File: config.mk
export PLATFORM = sky130hd
export DESIGN_NAME = spike_train_decoder_flat
export DESIGN_NICKNAME = d
export VERILOG_FILES = /design/src/rtl/spike_train_decoder_pkg.sv /design/src/rtl/spike_train_decoder_if.sv /design/src/rtl/spike_train_decoder_detector.sv /design/src/rtl/spike_train_decoder.sv /design/src/flat_wrapper.sv
export SDC_FILE = /design/constraint.sdc
export NUM_CORES = 1
export LEC_CHECK = 0
export CELL_PAD_IN_SITES_DETAIL_PLACEMENT = 0
export CELL_PAD_IN_SITES_GLOBAL_PLACEMENT = 1
export CORE_ASPECT_RATIO = 2
export CORE_UTILIZATION = 39
export CTS_BUF_LIST = sky130_fd_sc_hd__clkbuf_16
export DETAILED_ROUTE_END_ITERATION = 10
export PLACE_DENSITY_LB_ADDON = 0.3
export REMOVE_ABC_BUFFERS = 1
export SYNTH_ARGS = -nofsm -noshare
export SYNTH_HDL_FRONTEND = slang
export SYNTH_SLANG_ARGS = --single-unit
File: constraint.sdc
create_clock -name clk -period 3.2 [get_ports clk]
set_input_delay 0.48 -clock clk [delete_from_list [all_inputs] [get_ports clk]]
set_output_delay 0.48 -clock clk [all_outputs]
set_load 0.01 [all_outputs]
File: src/rtl/spike_train_decoder_pkg.sv
// Shared types and constants for the spike train decoder.
package spike_pkg;

  typedef enum logic {
    ARMED = 1'b0,
    FIRED = 1'b1
  } det_state_t;

  localparam logic signed [7:0] THRESH_DEFAULT = 8'sd16;
  localparam logic signed [7:0] HYST_DEFAULT   = 8'sd32;
  localparam int                RATE_W         = 8;

  // Saturating increment used by the spike counter.
  function automatic logic [RATE_W-1:0] sat_inc(input logic [RATE_W-1:0] v, input logic en);
    if (en && (v != {RATE_W{1'b1}})) begin
      return v + 1'b1;
    end
    return v;
  endfunction

endpackage

File: src/rtl/spike_train_decoder_if.sv
// Rate result valid/ready channel between the decoder and its consumer.
interface spike_train_decoder_if;

  logic [spike_pkg::RATE_W-1:0] rate_o;
  logic                         rate_valid_o;
  logic                         rate_ready_i;

  modport master (output rate_o, output rate_valid_o, input rate_ready_i);
  modport slave  (input rate_o, input rate_valid_o, output rate_ready_i);

endinterface

File: src/rtl/spike_train_decoder_detector.sv
// Threshold crossing detector with hysteresis re-arm and a registered spike pulse.
module spike_detector
  import spike_pkg::*;
#(
  parameter logic signed [7:0] HYST = HYST_DEFAULT
) (
  input  logic              clk,
  input  logic              rst_n,
  input  logic              ena,
  input  logic signed [7:0] v_in,
  input  logic signed [7:0] thresh,
  output logic              fire,
  output logic              spike_o
);

  det_state_t        state_reg, state_next;
  logic              spike_reg;
  logic signed [8:0] v_ext;
  logic signed [8:0] rearm_level;

  // Re-arm level is formed one bit wider so thresh - HYST cannot wrap.
  assign v_ext       = {v_in[7], v_in};
  assign rearm_level = {thresh[7], thresh} - {HYST[7], HYST};

  always_comb begin
    state_next = state_reg;
    fire       = 1'b0;
    if (ena) begin
      case (state_reg)
        ARMED: begin
          if (v_in > thresh) begin
            state_next = FIRED;
            fire       = 1'b1;
          end
        end
        FIRED: begin
          if (v_ext < rearm_level) begin
            state_next = ARMED;
          end
        end
        default: state_next = ARMED;
      endcase
    end
  end

  always_ff @(posedge clk) begin
    if (!rst_n) begin
      state_reg <= ARMED;
      spike_reg <= 1'b0;
    end else begin
      state_reg <= state_next;
      spike_reg <= fire;
    end
  end

  assign spike_o = spike_reg;

endmodule

File: src/rtl/spike_train_decoder.sv
// Spike rate / inter-spike-interval decoder for a neuron voltage stream.
// Define SPIKE_TRAIN_DECODER_ISI_EN to build the inter-spike-interval measurement.
module spike_train_decoder
  import spike_pkg::*;
#(
  parameter int                WIN_LOG2 = 10,
  parameter int                ISI_W    = 16,
  parameter logic signed [7:0] HYST     = HYST_DEFAULT
) (
  input  logic                  clk,
  input  logic                  rst_n,
  input  logic                  ena,
  input  logic signed [7:0]     v_in,
  input  logic signed [7:0]     thresh,
  spike_train_decoder_if.master rate_bus,
  output logic                  spike_o,
  output logic                  overrun_o,
  output logic [ISI_W-1:0]      isi_o
);

  logic                fire;
  logic [WIN_LOG2-1:0] win_cnt_reg;
  logic [RATE_W-1:0]   spike_cnt_reg;
  logic [RATE_W-1:0]   spike_cnt_next;
  logic [RATE_W-1:0]   rate_reg;
  logic                rate_valid_reg;
  logic                overrun_reg;
  logic                wrap;
  logic                accept;

  spike_detector #(
    .HYST (HYST)
  ) u_detector (
    .clk     (clk),
    .rst_n   (rst_n),
    .ena     (ena),
    .v_in    (v_in),
    .thresh  (thresh),
    .fire    (fire),
    .spike_o (spike_o)
  );

  // A spike detected on the terminal cycle is folded into that window's result.
  assign spike_cnt_next = sat_inc(spike_cnt_reg, fire);
  assign wrap           = ena && (win_cnt_reg == {WIN_LOG2{1'b1}});
  assign accept         = rate_valid_reg && rate_bus.rate_ready_i;

  always_ff @(posedge clk) begin
    if (!rst_n) begin
      win_cnt_reg    <= '0;
      spike_cnt_reg  <= '0;
      rate_reg       <= '0;
      rate_valid_reg <= 1'b0;
      overrun_reg    <= 1'b0;
    end else begin
      if (ena) begin
        win_cnt_reg <= win_cnt_reg + 1'b1;
      end
      spike_cnt_reg <= wrap ? '0 : spike_cnt_next;
      if (wrap) begin
        rate_reg       <= spike_cnt_next;
        rate_valid_reg <= 1'b1;
        if (rate_valid_reg && !rate_bus.rate_ready_i) begin
          overrun_reg <= 1'b1;
        end
      end else if (accept) begin
        rate_valid_reg <= 1'b0;
      end
    end
  end

  assign rate_bus.rate_o       = rate_reg;
  assign rate_bus.rate_valid_o = rate_valid_reg;
  assign overrun_o             = overrun_reg;

`ifdef SPIKE_TRAIN_DECODER_ISI_EN
  logic [ISI_W-1:0] isi_cnt_reg;
  logic [ISI_W-1:0] isi_reg;

  always_ff @(posedge clk) begin
    if (!rst_n) begin
      isi_cnt_reg <= '0;
      isi_reg     <= '0;
    end else if (ena) begin
      if (fire) begin
        isi_reg     <= isi_cnt_reg;
        isi_cnt_reg <= ISI_W'(1);
      end else if (isi_cnt_reg != {ISI_W{1'b1}}) begin
        isi_cnt_reg <= isi_cnt_reg + 1'b1;
      end
    end
  end

  assign isi_o = isi_reg;
`else
  assign isi_o = '0;
`endif

endmodule

File: src/flat_wrapper.sv
// flat-port wrapper written by rule: the top's interface ports become plain ports
module spike_train_decoder_flat import spike_pkg::*;
#(
  parameter int                WIN_LOG2 = 10,
  parameter int                ISI_W    = 16,
  parameter logic signed [7:0] HYST     = HYST_DEFAULT
)
  (clk, rst_n, ena, v_in, thresh, spike_o, overrun_o, isi_o, rate_bus_rate_o, rate_bus_rate_valid_o, rate_bus_rate_ready_i);
  spike_train_decoder_if rate_bus_i ();
  input  logic clk;
  input  logic rst_n;
  input  logic ena;
  input  logic signed [7:0] v_in;
  input  logic signed [7:0] thresh;
  output logic spike_o;
  output logic overrun_o;
  output logic [ISI_W-1:0] isi_o;
  output wire logic [$bits(rate_bus_i.rate_o)-1:0] rate_bus_rate_o;
  output wire logic [$bits(rate_bus_i.rate_valid_o)-1:0] rate_bus_rate_valid_o;
  input wire logic [$bits(rate_bus_i.rate_ready_i)-1:0] rate_bus_rate_ready_i;
  assign rate_bus_rate_o = rate_bus_i.rate_o;
  assign rate_bus_rate_valid_o = rate_bus_i.rate_valid_o;
  assign rate_bus_i.rate_ready_i = rate_bus_rate_ready_i;
  spike_train_decoder #(.WIN_LOG2(WIN_LOG2), .ISI_W(ISI_W), .HYST(HYST)) u_core (.clk(clk), .rst_n(rst_n), .ena(ena), .v_in(v_in), .thresh(thresh), .rate_bus(rate_bus_i), .spike_o(spike_o), .overrun_o(overrun_o), .isi_o(isi_o));
endmodule
-- Word level (Yosys, flattened, before mapping)
Index checks and enable logic that the tools add are counted.
- bits in latches: 0
- RAM bits: 0
- register bits: 30
- output and inout port bits: 27
- memories kept: 0
- ROM bits: 0
- logic and storage cells: 34
- input bits: 20
- divide/modulo/power cells: 0
- bitwise gates (word level): 2
- magnitude comparators: 2
- multiplexer cells: 10
- add/subtract/negate cells: 3
- multipliers: 0
- reduce and logical (&&, ||, !) cells: 8
- shifts and indexed selects: 0
- eq/ne operators: 2
- operator list (kind ; number):
    8-bit 2-to-1 mux ; 2
    10-bit by 1-bit adder with 10-bit output (second input constant) ; 1
    10-bit equality test (second input constant) ; 1
    8-bit by 9-bit < comparator with 1-bit output ; 1
    8-bit by 7-bit subtractor with 9-bit output (second input constant) ; 1
    8-bit by 1-bit adder with 8-bit output (second input constant) ; 1
    8-bit greater-than comparator ; 1
    8-bit inequality test (second input constant) ; 1
    1-bit 2-to-1 mux ; 7
    1-bit logical AND ; 4
    1-bit NOT ; 2
    1-bit case mux with 2 select lines ; 1
    2-bit AND reduction ; 1
    2-bit nonzero test ; 1
    2-bit OR reduction ; 1
    1-bit zero test ; 1

-- Longest topological paths before layout
Gate-level depths: netlist of run 1.
- word-level depth: 7
- mapped depth: 8
- mapped depth without buffers: 8

-- Modules after synthesis
From an unflattened synthesis of run 1, not the netlist that was laid out.
- cell total of the unflattened synthesis: 197
- area total of the unflattened synthesis: 1757.9 um2
- modules (own cells, without submodules) (module ; cells each ; area an instance (um2) ; sequential area each (um2) ; times used):
    spike_train_decoder ; 144 ; 1326.3 ; 560.5 ; 1
    spike_detector ; 53 ; 431.7 ; 40.0 ; 1

-- Worst setup path after synthesis of run 1
Ideal clock, no wire load.
- path type: input-to-reg
- from: input port thresh[1]
- to: register u_core.u_detector.state_reg
- stages on the path: 8
- path slack: 1.058 ns
- path buffers: 0
- arrival: 2.023 ns
- library setup time: 0.119 ns
- data required time: 3.081 ns
- cells stage by stage: inv_1 > ha_1 > nor2b_4 > o211a_1 > a2111o_1 > o211a_1 > nor3b_2 > a21oi_1
- longest elaborated chain between the ends: 4
- elaborated cells between the ends (all ways): 6
- those cells by class: add/sub (1); order compare (2); mux (3)
- RTL lines (item ; line ; text):
    start, declared ; flat_wrapper.sv:14 ; input logic signed [7:0] thresh;
    8-bit by 7-bit subtractor with 9-bit output ; spike_train_decoder_detector.sv:23 ; assign rearm_level = {thresh[7], thresh} - {HYST[7], HYST};
    8-bit by 9-bit < comparator with 1-bit output ; spike_train_decoder_detector.sv:37 ; if (v_ext < rearm_level) begin
    1-bit 2-to-1 mux ; spike_train_decoder_detector.sv:37 ;
    1-bit case mux with 2 select lines (*) ; spike_train_decoder_detector.sv:29 ; case (state_reg)
    end signal, assigned ; spike_train_decoder_detector.sv:51 ; state_reg <= state_next;
    end, declared ; spike_train_decoder_detector.sv:16 ; det_state_t state_reg, state_next;
Every way passes the cells marked *; elsewhere a longest branch is shown, timed or not.
A chain may end at the register's enable or synchronous reset.

-- Worst setup path after layout of run 1
- from: input port thresh[7]
- to: register u_core.rate_reg[5] (netlist: u_core.rate_bus.rate_o[5])
- longest elaborated chain between the ends: 7
- RTL lines (item ; line ; text):
    8-bit greater-than comparator ; spike_train_decoder_detector.sv:31 ; if (v_in > thresh) begin
    1-bit 2-to-1 mux ; spike_train_decoder_detector.sv:31 ;
    1-bit 2-to-1 mux ; spike_train_decoder_detector.sv:29 ;
    1-bit 2-to-1 mux ; spike_train_decoder_detector.sv:28 ; if (ena) begin
    1-bit logical AND ; spike_train_decoder_pkg.sv:15 ; if (en && (v != {RATE_W{1'b1}})) begin
    1-bit 2-to-1 mux ; spike_train_decoder_pkg.sv:15 ;
    8-bit 2-to-1 mux ; spike_train_decoder_pkg.sv:18 ; return v;
    end signal, assigned ; spike_train_decoder.sv:61 ; rate_reg <= spike_cnt_next;
    end, declared ; spike_train_decoder.sv:25 ; logic [RATE_W-1:0] rate_reg;
No other way between the ends.

==> results.md, run 1 <==
- Run status: complete, no violations
- Count of inserted antenna diode cells: 0
- Clock insertion delay at the later pin of the skew report: between 200 and 300 ps
- CTS Root Cell: clkbuf_16
- Crit share post-route: between 70% and 80%
- Share of synthesized flip-flops with an asynchronous set or reset: 0%
- Clock net sink count: 30
- Top cell types by occurrence after synthesis: dfxtp_1 (30), buf_4 (16), ha_1 (15)
- Cts repair resizes: 0
- Total power density per cell area: around 420 nW/um^2
- Total track usage: ~15%
- Required time at the endpoint of the critical path: approximately 3400 ps
- Site row count: 34
- Leading post-synthesis cells by cell area: dfxtp_1 (33%), ha_1 (10%), buf_4 (6.6%), o21ai_0 (3.6%), xnor2_1 (3.4%)
- CP max FO: 8
- Worst reg2reg setup slack: roughly 1300 ps
- Number of placed I/O pins: 47
- Number of maximum-capacitance violations: 0
- Total area of multi-input combinational cells: 1100 um^2
- Total clock buffers created by CTS: 5
- Sequence of cells on the critical path: clkdlybuf4s50_1 -> inv_1 -> ha_1 -> and2_4 -> a41oi_4 -> nor4b_4 -> nand4_1 -> xor2_1 -> a21oi_1
- Final WL: ~3500 um
- CTS Hold Bufs: 0
- Post-layout net count: between 200 and 300
- Width of the die: 50.4 um
- Number of endpoints with negative hold slack in the final report: 0
- Max Root-Sink Buffers: 2
- Yosys warns: 0
- Time the final worst path needs with I/O delays and setup: 2520 ps
- Count of unique library cells instantiated by Yosys: between 40 and 50
- Number of endpoints failing setup at the final stage: 0
- Gate count of the mapped netlist: 205
- Average wire per standard cell: about 12 um
- Mux cell area share after synthesis: around 3.4%
- Category of the worst setup path capture point: flip-flop
- Area of the mapped netlist: roughly 1800 um^2
- Detailed-route via count: between 1000 and 1500
- Reg clk slew, reported paths: roughly 50 ps
- Fill count: around 450
- Worst min-delay path class: flip-flop to flip-flop
- Share of synthesized area occupied by flip-flops and latches: between 30% and 40%
- Global-route wire length before repair: 5850 um
- RSZ-0062 raised after global routing: false
- Count of final max-slew check failures: 0
- Final antenna-violating net count: 0
- Synthesized-area fraction occupied by and/or/nand/nor cells: 21.8%
- Core ar.: 4420 um^2
- Drt drc: 0
- # placed instances: around 290
- Total design power: roughly 0.96 mW
- Antenna violations before repair: 0
- FF-to-FF path depth: 7
- Critical Path Sink: u_core.rate_bus.rate_o[5]$_SDFFE_PN0P_
- Max Clock Skew: about 6.2 ps
- Number of flip-flops under the largest register name: 10
- Most instantiated flip-flop cell in the synthesis netlist: dfxtp_1
- Portion of synthesized cell area occupied by the leading cell type: roughly 33%
- Initial core utilization: roughly 41%
- Number of enable-type register cells in the synthesized netlist: 0
- Final Wtd Congestion: 0.770
- Largest family of logic cells by synthesized area: simple AND/OR/NAND/NOR gates
- Buffering stage count on the worst path with inverters included: 2
- Synth Area in XOR/XNOR: around 5.7%
- Synth Area per Inst: 8.92 um^2
- Cell Count, Final, Fillers Out: slightly below 300
- Highest cell delay on the worst timing path: ~510 ps
- Biggest area consumer among synthesized cells: dfxtp_1
- Critical Path Source Type: primary input
- Maximum number of pins on one net before global-route repair: 25
- Overall die height: ~99 um
- Most used standard cell by instance count after synthesis: dfxtp_1
- Fmax: 397 MHz
- Worst vdd rail ir drop: 559 uV
- Half-perimeter wire length after placement: 2740 um
- Area Growth Syn to Fin: 24.0%
- Length of the first detailed-routing pass in iterations: 4
- Share of post-route cells with drive strength above 1: between 8 and 9%
- GR Overflow Total: 0
- Setup Total Neg Slack: 0 ps
- Post-CTS repair timing setup buffer count: 0
- Master of the slowest instance on the critical path: clkdlybuf4s50_1
- Leakage power figure: roughly 0.94 nW
- Number of design-rule violations left by the first detailed-router iteration: 10
- Number of logic stages on the critical path including buffering: 9
- Worst endpoint data arrival time: approximately 2700 ps
- Die Area: approximately 5000 um^2
- Adder and majority gate portion of the synthesized area: 10.3%
- TritonCTS clock tree: done
- Vias per cell: ~4.9
- Worst setup path startpoint: thresh[7]
- Capture point of the worst reg-to-reg path: u_core.rate_bus.rate_o[5]$_SDFFE_PN0P_
- Critical path start-end classification: primary input to flip-flop
- Reg2Reg Launch Point: u_core.spike_cnt_reg[0]$_SDFF_PP0_
- Sequential cell area in the final layout: about 600 um^2
- Count of input and output buffers: 30
- Number of H-tree branching levels: 2
- Synthesized-area fraction occupied by ao, oa, aoi and oai cells: around 16%
- Number of global-route vias before repair: between 1000 and 1500
- Cell type group with the largest total delay on the critical path: simple AND/OR/NAND/NOR gates
- Flops & latches, synth: 30
==> per-layer routing <==
metal / global-route usage [%] / routed length [um] / up-vias
met5: 0 / 0 / -
met1: 15.1 / 1340 / 641
met3: 2.78 / 121 / 7
met4: 8.12 / 100 / 0
met2: 29.1 / 1960 / 32
li1: - / - / 753
==> worst min path at each step <==
stage	from	to	slack [ps]	cells after the start
2_1_floorplan	u_core.win_cnt_reg[7]$_SDFFE_PN0P_	u_core.win_cnt_reg[7]$_SDFFE_PN0P_	460	2
3_3_place_gp	u_core.rate_bus.rate_o[6]$_SDFFE_PN0P_	u_core.rate_bus.rate_o[6]$_SDFFE_PN0P_	450	2
3_5_place_dp	u_core.rate_bus.rate_o[6]$_SDFFE_PN0P_	u_core.rate_bus.rate_o[6]$_SDFFE_PN0P_	450	2
4_1_cts	u_core.rate_bus.rate_o[6]$_SDFFE_PN0P_	u_core.rate_bus.rate_o[6]$_SDFFE_PN0P_	460	2
5_1_grt	u_core.overrun_o$_SDFFE_PN0P_	u_core.overrun_o$_SDFFE_PN0P_	490	1
6_report	u_core.rate_bus.rate_o[6]$_SDFFE_PN0P_	u_core.rate_bus.rate_o[6]$_SDFFE_PN0P_	460	2
==> layout make-up <==
type | instances | area share (%)
multi-input combinational | 158 | 48.6
clock buffer | 5 | 5.52
clock inverter | 3 | 0.552
timing repair buffer | 32 | 13.9
inverter | 12 | 1.99
tap | 54 | 2.98
sequential | 30 | 26.5
==> power breakdown <==
group,internal [mW],switching [mW]
Combinational,0.0690,0.0708
Clock,0.280,0.152
Sequential,0.383,0.00564
Total,0.732,0.229
==> cells by family (layout without fill, tap and decap cells) <==
family / after synthesis / count (layout)
AO/OA/AOI/OAI: 43 / 43
XOR/XNOR: 12 / 12
adder cells (fa/ha/maj): 15 / 15
buffers and inverters: 32 / 52
flip-flops: 30 / 30
multiplexers: 6 / 6
other: 1 / 16
AND/OR/NAND/NOR: 66 / 66
==> placed cells by master (no fill, tap or decap), types with 2 or more instances in the layout <==
cell              n
o21ai_1           3
nand2_1           9
clkbuf_16         5
ha_1             15
xor2_1            5
mux2i_1           5
and2_1            7
buf_4             2
nand3_1           6
o21ai_0          13
nor2_1           14
or3_1             3
inv_1            13
o211a_1           2
nor3b_2           2
clkdlybuf4s50_1  30
xnor2_1           7
nand2b_1          3
a211oi_1          2
dfxtp_1          30
and3_1            3
a21boi_0          4
o21a_1            3
a21oi_1          11
nand4_1           9
conb_1           16
==> per-stage QoR <==
stage	cell area (um^2)	hold slack, ps	utilization (%)	setup WS [ps]
after floorplan	1750	464	-	1050
after global placement	2130	448	48.1	403
after detailed placement	2130	451	48.1	386
after CTS	2270	458	51.2	658
after global routing	2270	491	51.2	512
final	2270	455	51.2	681
==> tightest hold or removal path: cells and delay by family, from the launching register on <==
family | cells | cell delay, ps
AND/OR/NAND/NOR | 1 | 60
flip-flops | 1 | 310
AO/OA/AOI/OAI | 1 | 50
Power figures use the tool's default switching activity.
==> run 2, diff against run 1 <==
--- a/config.mk
+++ b/config.mk
@@ -8,7 +8,7 @@
 export CELL_PAD_IN_SITES_DETAIL_PLACEMENT = 0
 export CELL_PAD_IN_SITES_GLOBAL_PLACEMENT = 1
 export CORE_ASPECT_RATIO = 2
-export CORE_UTILIZATION = 39
+export CORE_UTILIZATION = 36
 export CTS_BUF_LIST = sky130_fd_sc_hd__clkbuf_16
 export DETAILED_ROUTE_END_ITERATION = 10
 export PLACE_DENSITY_LB_ADDON = 0.3
==> constraint.sdc (replaced) <==
create_clock -name clk -period 2.6 [get_ports clk]
set_input_delay 0.39 -clock clk [delete_from_list [all_inputs] [get_ports clk]]
set_output_delay 0.39 -clock clk [all_outputs]
set_load 0.01 [all_outputs]
==> results.md, run 2 (synthesis results as in run 1) <==
- Antenna violations before repair: 0 (unchanged)
- Final antenna-violating net count: 0 (unchanged)
- Number of design-rule violations left by the first detailed-router iteration: 15 (+5)
- Run status: complete, no violations
- Final cell area excluding filler cells: 2330 um^2 (+2.8%)
- Final WL: 3770 um (+7.2%)
- Combinational cell fraction of total power: 15.4% (+0.8 points)
- Worst vdd rail ir drop: 515 uV (-7.9%)
- Global-route wire length before repair: 6200 um (+5.9%)
- Critical Path Sink: u_core.rate_bus.rate_o[1]$_SDFFE_PN0P_
- Core ar.: 4860 um^2 (+10%)
- Leakage power figure: 0.977 nW (+4.2%)
- Time the final worst path needs with I/O delays and setup: 2380 ps
- Critical Path Source Type: primary input
- Fmax: around 420 MHz
- # placed instances: 297 (+3.8%)
- Initial core utilization: 37.6% (-3.7 points)
- Switching power summed over all nets: 0.288 mW (+26%)
- Layout Utilization: 47.9% (-3.3 points)
- Length of the first detailed-routing pass in iterations: 2 (-2)
- Worst reg2reg setup slack: 700 ps (-610 ps)
- Reg2Reg Launch Point: u_core.spike_cnt_reg[0]$_SDFF_PP0_
- Width of the die: 52.4 um (+3.9%)
- Detailed-route via count: 1499 (+4.6%)
- Number of maximum-capacitance violations: 0 (unchanged)
- Worst setup path startpoint: thresh[5]
- Worst min-delay path class: flip-flop to flip-flop
- Vias per cell: 4.91 (+0.83%)
- Drt drc: 0 (unchanged)
- Die Area: 5380 um^2 (+8.1%)
- Number of global-route vias before repair: 1468 (+7.1%)
- Smallest setup slack after layout: 221 ps (-460 ps)
- Commonest cells after routing, fill and taps aside: clkdlybuf4s50_1 (30), dfxtp_1 (30), conb_1 (16)
- FF-to-FF path depth: 7 (unchanged)
- CTS Root Cell: clkbuf_16
- Max Root-Sink Buffers: 2 (unchanged)
- Reg clk slew, reported paths: 50 ps (about the same)
- Worst endpoint data arrival time: 2540 ps (-140 ps)
- Fill count: 509 (+12%)
- CP max FO: 6 (-2)
- Count of input and output buffers: 30 (unchanged)
- Critical path start-end classification: primary input to flip-flop
- Average wire per standard cell: 12.4 um (+3.3%)
- TritonCTS clock tree: done
- Capture point of the worst reg-to-reg path: u_core.rate_bus.rate_o[7]$_SDFFE_PN0P_
- Number of placed I/O pins: 47 (unchanged)
- Total power density per cell area: 514 nW/um^2 (+21%)
- Worst hold slack across all endpoints: 459 ps (+3.83 ps)
- CTS Hold Bufs: 0 (unchanged)
- Cell-internal power: 0.910 mW (+24%)
- Clock insertion delay at the later pin of the skew report: 270 ps (about the same)
- RSZ-0062 raised after global routing: false
- Maximum number of pins on one net before global-route repair: 24 (-4.0%)
- Post-CTS repair timing setup buffer count: 0 (unchanged)
- Share of post-route cells with drive strength above 1: 11.3% (+3.0 points)
- Number of flip-flops under the largest register name: 10 (unchanged)
- Number of endpoints failing setup at the final stage: 0 (unchanged)
- Max Clock Skew: 2.51 ps (-3.71 ps)
- Overall die height: 103 um (+4.0%)
- Number of endpoints with negative hold slack in the final report: 0 (unchanged)
- Sw frac: 24.0% (+0.20 points)
- Total track usage: 15.6% (+0.15 points)
- Sequential group share of total power: 39.9% (-0.5 points)
- Cts repair resizes: 0 (unchanged)
- Placed standard-cell area: 2190 um^2 (+3.0%)
- Post-layout net count: 282 (+2.9%)
- Required time at the endpoint of the critical path: 2760 ps (-600 ps)
- Count of final max-slew check failures: 0 (unchanged)
- Total clock buffers created by CTS: 5 (unchanged)
- Setup Total Neg Slack: 0 ps (unchanged)
- GR Overflow Total: 0 (unchanged)
- Final Wtd Congestion: 0.659 (-14%)
- Cell Count, Final, Fillers Out: 305 (+3.7%)
- Number of H-tree branching levels: 2 (unchanged)
- Clock net sink count: 30 (unchanged)
- Count of inserted antenna diode cells: 0 (unchanged)
- Setup slack after placement: -58.7 ps (-444 ps)
- Power share of the clock group: 44.6% (-0.4 points)
- Site row count: 36 (+5.9%)
- Area Growth Syn to Fin: 27.5%
- Crit share post-route: slightly above 90%
- Half-perimeter wire length after placement: 2940 um (+7.5%)
- Total design power: 1.20 mW (+25%)
- Category of the worst setup path capture point: flip-flop
[run 2: changes by cell type in the layout (fill, tap and decap cells not counted), sizes merged]
cell and delta:
buf +8
[run 2: power by group through the flow]
stage	sequential [mW]	combinational, mW	clock [mW]
2_1_floorplan	0.487	0.113	0
3_3_place_gp	0.488	0.185	0
3_5_place_dp	0.488	0.187	0
4_1_cts	0.478	0.188	0.552
5_1_grt	0.479	0.208	0.577
6_report	0.478	0.185	0.535
[run 2: worst min-delay path by stage]
stage / from / to / slack (ps) / cells after the start
after floorplan: u_core.win_cnt_reg[7]$_SDFFE_PN0P_ / u_core.win_cnt_reg[7]$_SDFFE_PN0P_ / 460 / 2
after global placement: u_core.overrun_o$_SDFFE_PN0P_ / u_core.overrun_o$_SDFFE_PN0P_ / 450 / 1
after detailed placement: u_core.overrun_o$_SDFFE_PN0P_ / u_core.overrun_o$_SDFFE_PN0P_ / 450 / 1
after CTS: u_core.overrun_o$_SDFFE_PN0P_ / u_core.overrun_o$_SDFFE_PN0P_ / 470 / 1
after global routing: u_core.rate_bus.rate_o[6]$_SDFFE_PN0P_ / u_core.rate_bus.rate_o[6]$_SDFFE_PN0P_ / 510 / 2
final: u_core.overrun_o$_SDFFE_PN0P_ / u_core.overrun_o$_SDFFE_PN0P_ / 460 / 1
[run 2: area by class of cell]
| type | instances | area, um^2 | area share (%) |
|---|---|---|---|
| Sequential cell | 30 | 601 | 25.8 |
| Timing Repair Buffer | 40 | 375 | 16.1 |
| Inverter | 12 | 45.0 | 1.93 |
| Tap cell | 57 | 71.3 | 3.06 |
| Clock buffer | 5 | 125 | 5.37 |
| Multi-Input combinational cell | 158 | 1100 | 47.2 |
| Clock inverter | 3 | 12.5 | 0.537 |
[run 2: layer usage]
| layer | routed length (um) | share of wire [%] | GRT usage [%] | vias up |
|---|---|---|---|---|
| met5 | 0 | 0 | 0 | - |
| met4 | 93 | 2.5 | 8.50 | 0 |
| met3 | 155 | 4.1 | 3.54 | 7 |
| met2 | 2120 | 56 | 29.7 | 32 |
| met1 | 1410 | 37 | 14.4 | 690 |
| li1 | - | - | - | 770 |
[run 2: critical path, cell delays in order]
cell,delay (ps)
clkdlybuf4s50_1,480
inv_1,60
ha_1,320
and4_4,200
o211a_1,140
a2111o_1,500
nand3_2,120
mux2i_1,240
a21oi_1,90
==> run 3, diff against run 2 <==
--- a/config.mk
+++ b/config.mk
@@ -8,9 +8,10 @@
 export CELL_PAD_IN_SITES_DETAIL_PLACEMENT = 0
 export CELL_PAD_IN_SITES_GLOBAL_PLACEMENT = 1
 export CORE_ASPECT_RATIO = 2
-export CORE_UTILIZATION = 36
+export CORE_UTILIZATION = 46
 export CTS_BUF_LIST = sky130_fd_sc_hd__clkbuf_16
 export DETAILED_ROUTE_END_ITERATION = 10
+export DONT_BUFFER_PORTS = 1
 export PLACE_DENSITY_LB_ADDON = 0.3
 export REMOVE_ABC_BUFFERS = 1
 export SYNTH_ARGS = -nofsm -noshare
==> results.md, run 3 (synthesis results as in run 1) <==
- Run status: complete, no violations
- Hold EP: u_core.overrun_o$_SDFFE_PN0P_
- Worst min-delay path class: primary input to flip-flop
- Power share of the clock group: 46.7% (+2.1 points)
- Combinational cell fraction of total power: 11.6% (-3.8 points)
- Max Root-Sink Buffers: 2 (unchanged)
- Setup slack after placement: 380 ps (+439 ps)
- Fmax: 518 MHz (+23%)
- Placed standard-cell area: 1810 um^2 (-17%)
- Final Wtd Congestion: 0.721 (+9.3%)
- Clock insertion delay at the later pin of the skew report: 280 ps (about the same)
- Max Clock Skew: 4.69 ps (+2.18 ps)
- Worst reg2reg setup slack: 700 ps (about the same)
- Required time at the endpoint of the critical path: 2810 ps (+50 ps)
- GR Overflow Total: 0 (unchanged)
- Site row count: 32 (-11%)
- Master of the slowest instance on the critical path: mux2i_1
- Commonest cells after routing, fill and taps aside: dfxtp_1 (30), conb_1 (16), ha_1 (15)
- Worst endpoint data arrival time: 2140 ps (-400 ps)
- Share of post-route cells with drive strength above 1: 9.18% (-2.1 points)
- Time the final worst path needs with I/O delays and setup: 1930 ps (-449 ps)
- Switching power summed over all nets: 0.276 mW (-4.2%)
- Average wire per standard cell: 13.8 um (+11%)
- Critical path start-end classification: primary input to flip-flop
- Number of H-tree branching levels: 2 (unchanged)
- Leakage power figure: 0.813 nW (-17%)
- Die Area: 4250 um^2 (-21%)
- Worst vdd rail ir drop: 497 uV (-3.5%)
- Final cell area excluding filler cells: 1950 um^2 (-17%)
- Worst hold slack across all endpoints: 234 ps (-225 ps)
- Cell-internal power: 0.874 mW (-4.0%)
- Hold-critical path depth: 1 (unchanged)
- Crit share post-route: 74.2% (-17 points)
- CTS Root Cell: clkbuf_16
- TritonCTS clock tree: done
- Total clock buffers created by CTS: 5 (unchanged)
- Count of inserted antenna diode cells: 0 (unchanged)
- Number of flip-flops under the largest register name: 10 (unchanged)
- Buffering stage count on the worst path with inverters included: 1 (-1)
- Sw frac: 24.0% (-0.045 points)
- Drt drc: 0 (unchanged)
- Cell Count, Final, Fillers Out: 258 (-15%)
- Setup Total Neg Slack: 0 ps (unchanged)
- Final WL: 3560 um (-5.7%)
- Antenna violations before repair: 0 (unchanged)
- Reg clk slew, reported paths: 50 ps (about the same)
- Final antenna-violating net count: 0 (unchanged)
- Post-CTS repair timing setup buffer count: 0 (unchanged)
- Cts repair resizes: 0 (unchanged)
- Hold wc startpoint: rst_n
- Number of design-rule violations left by the first detailed-router iteration: 18 (+3)
- Length of the first detailed-routing pass in iterations: 4 (+2)
- Total power density per cell area: 591 nW/um^2 (+15%)
- Vias per cell: 5.34 (+8.6%)
- Area Growth Syn to Fin: 6.43%
- Number of endpoints with negative hold slack in the final report: 0 (unchanged)
- RSZ-0062 raised after global routing: false
- Worst Max-Slew Pin Slew: around 530 ps
- Count of final max-slew check failures: 0 (unchanged)
- Sequential group share of total power: 41.7% (+1.8 points)
- Category of the worst setup path capture point: flip-flop
- Reg2Reg Launch Point: u_core.spike_cnt_reg[0]$_SDFF_PP0_
- Total track usage: 19.1% (+3.5 points)
- Global-route wire length before repair: 5800 um (-6.4%)
- Count of input and output buffers: 0 (-100%)
- Headroom to the max-slew limit: 64.4%
- Overall die height: 91.2 um (-11%)
- Clock net sink count: 30 (unchanged)
- Number of maximum-capacitance violations: 0 (unchanged)
- Width of the die: 46.6 um (-11%)
- Highest cell delay on the worst timing path: 430 ps (-70 ps)
- Maximum number of pins on one net before global-route repair: 25 (+4.2%)
- FF-to-FF path depth: 7 (unchanged)
- Most common cell after layout, fill and taps aside: dfxtp_1
- Worst setup path startpoint: thresh[5]
- Initial core utilization: 47.6% (+10 points)
- Smallest setup slack after layout: 670 ps (+449 ps)
- Cell type group with the largest total delay on the critical path: compound AO/OA/AOI/OAI gates
- Half-perimeter wire length after placement: 2770 um (-5.8%)
- Number of endpoints failing setup at the final stage: 0 (unchanged)
- Core ar.: 3840 um^2 (-21%)
- Capture point of the worst reg-to-reg path: u_core.rate_bus.rate_o[7]$_SDFFE_PN0P_
- # placed instances: 251 (-15%)
- CP max FO: 4 (-2)
- Sequence of cells on the critical path: inv_1 -> ha_1 -> and4_4 -> o211a_1 -> a211oi_2 -> mux2i_1 -> a31oi_1 -> nor3b_2
- CTS Hold Bufs: 0 (unchanged)
- Detailed-route via count: 1377 (-8.1%)
- Number of global-route vias before repair: 1389 (-5.4%)
- Critical Path Source Type: primary input
- Post-layout net count: 242 (-14%)
- Number of placed I/O pins: 47 (unchanged)
==> run 3: worst reg2reg max path, stage by stage, from the launching register on <==
cell     delay, ps
dfxtp_1        320
ha_1           210
and3_1         230
and3_2         240
nor4b_4        290
nand4_1        150
xnor2_1        220
a21oi_1        100
==> run 3: how the worst max path moves through the flow <==
stage	slack (ps)	to	depth (start not counted)
global route	500	u_core.rate_bus.rate_o[7]$_SDFFE_PN0P_	8
CTS	650	u_core.rate_bus.rate_o[4]$_SDFFE_PN0P_	8
floorplan	540	u_core.rate_bus.rate_o[1]$_SDFFE_PN0P_	8
global placement	410	u_core.spike_cnt_reg[4]$_SDFF_PP0_	8
finish	670	u_core.spike_cnt_reg[6]$_SDFF_PP0_	8
detailed placement	380	u_core.spike_cnt_reg[6]$_SDFF_PP0_	8
==> run 3: power groups by stage <==
stage | logic (mW) | clock network, mW | registers (mW)
2_1_floorplan | 0.113 | 0 | 0.487
3_3_place_gp | 0.128 | 0 | 0.488
3_5_place_dp | 0.135 | 0 | 0.488
4_1_cts | 0.135 | 0.551 | 0.479
5_1_grt | 0.151 | 0.574 | 0.480
6_report | 0.134 | 0.536 | 0.479
==> run 3: final cells by class <==
type / instances / area, um^2
clock buffer: 5 / 125
clock inverter: 2 / 10.0
fill: 405 / 1900
inverter: 12 / 45.0
multi-input combinational: 158 / 1100
sequential: 30 / 601
tap: 51 / 63.8
==> run 3: stage by stage <==
| stage | util, % | total power, mW |
|---|---|---|
| 6_report | 50.6 | 1.15 |
| 2_1_floorplan | - | 0.599 |
| 5_1_grt | 50.6 | 1.20 |
| 3_3_place_gp | 47.1 | 0.616 |
| 3_5_place_dp | 47.1 | 0.623 |
| 4_1_cts | 50.6 | 1.16 |
==> run 3: metal layers <==
metal | part of all wire (%) | GRT usage (%)
met1 | 36 | 16.9
met2 | 57 | 34.7
met3 | 4.5 | 5.77
met4 | 2.8 | 9.56
met5 | 0 | 0
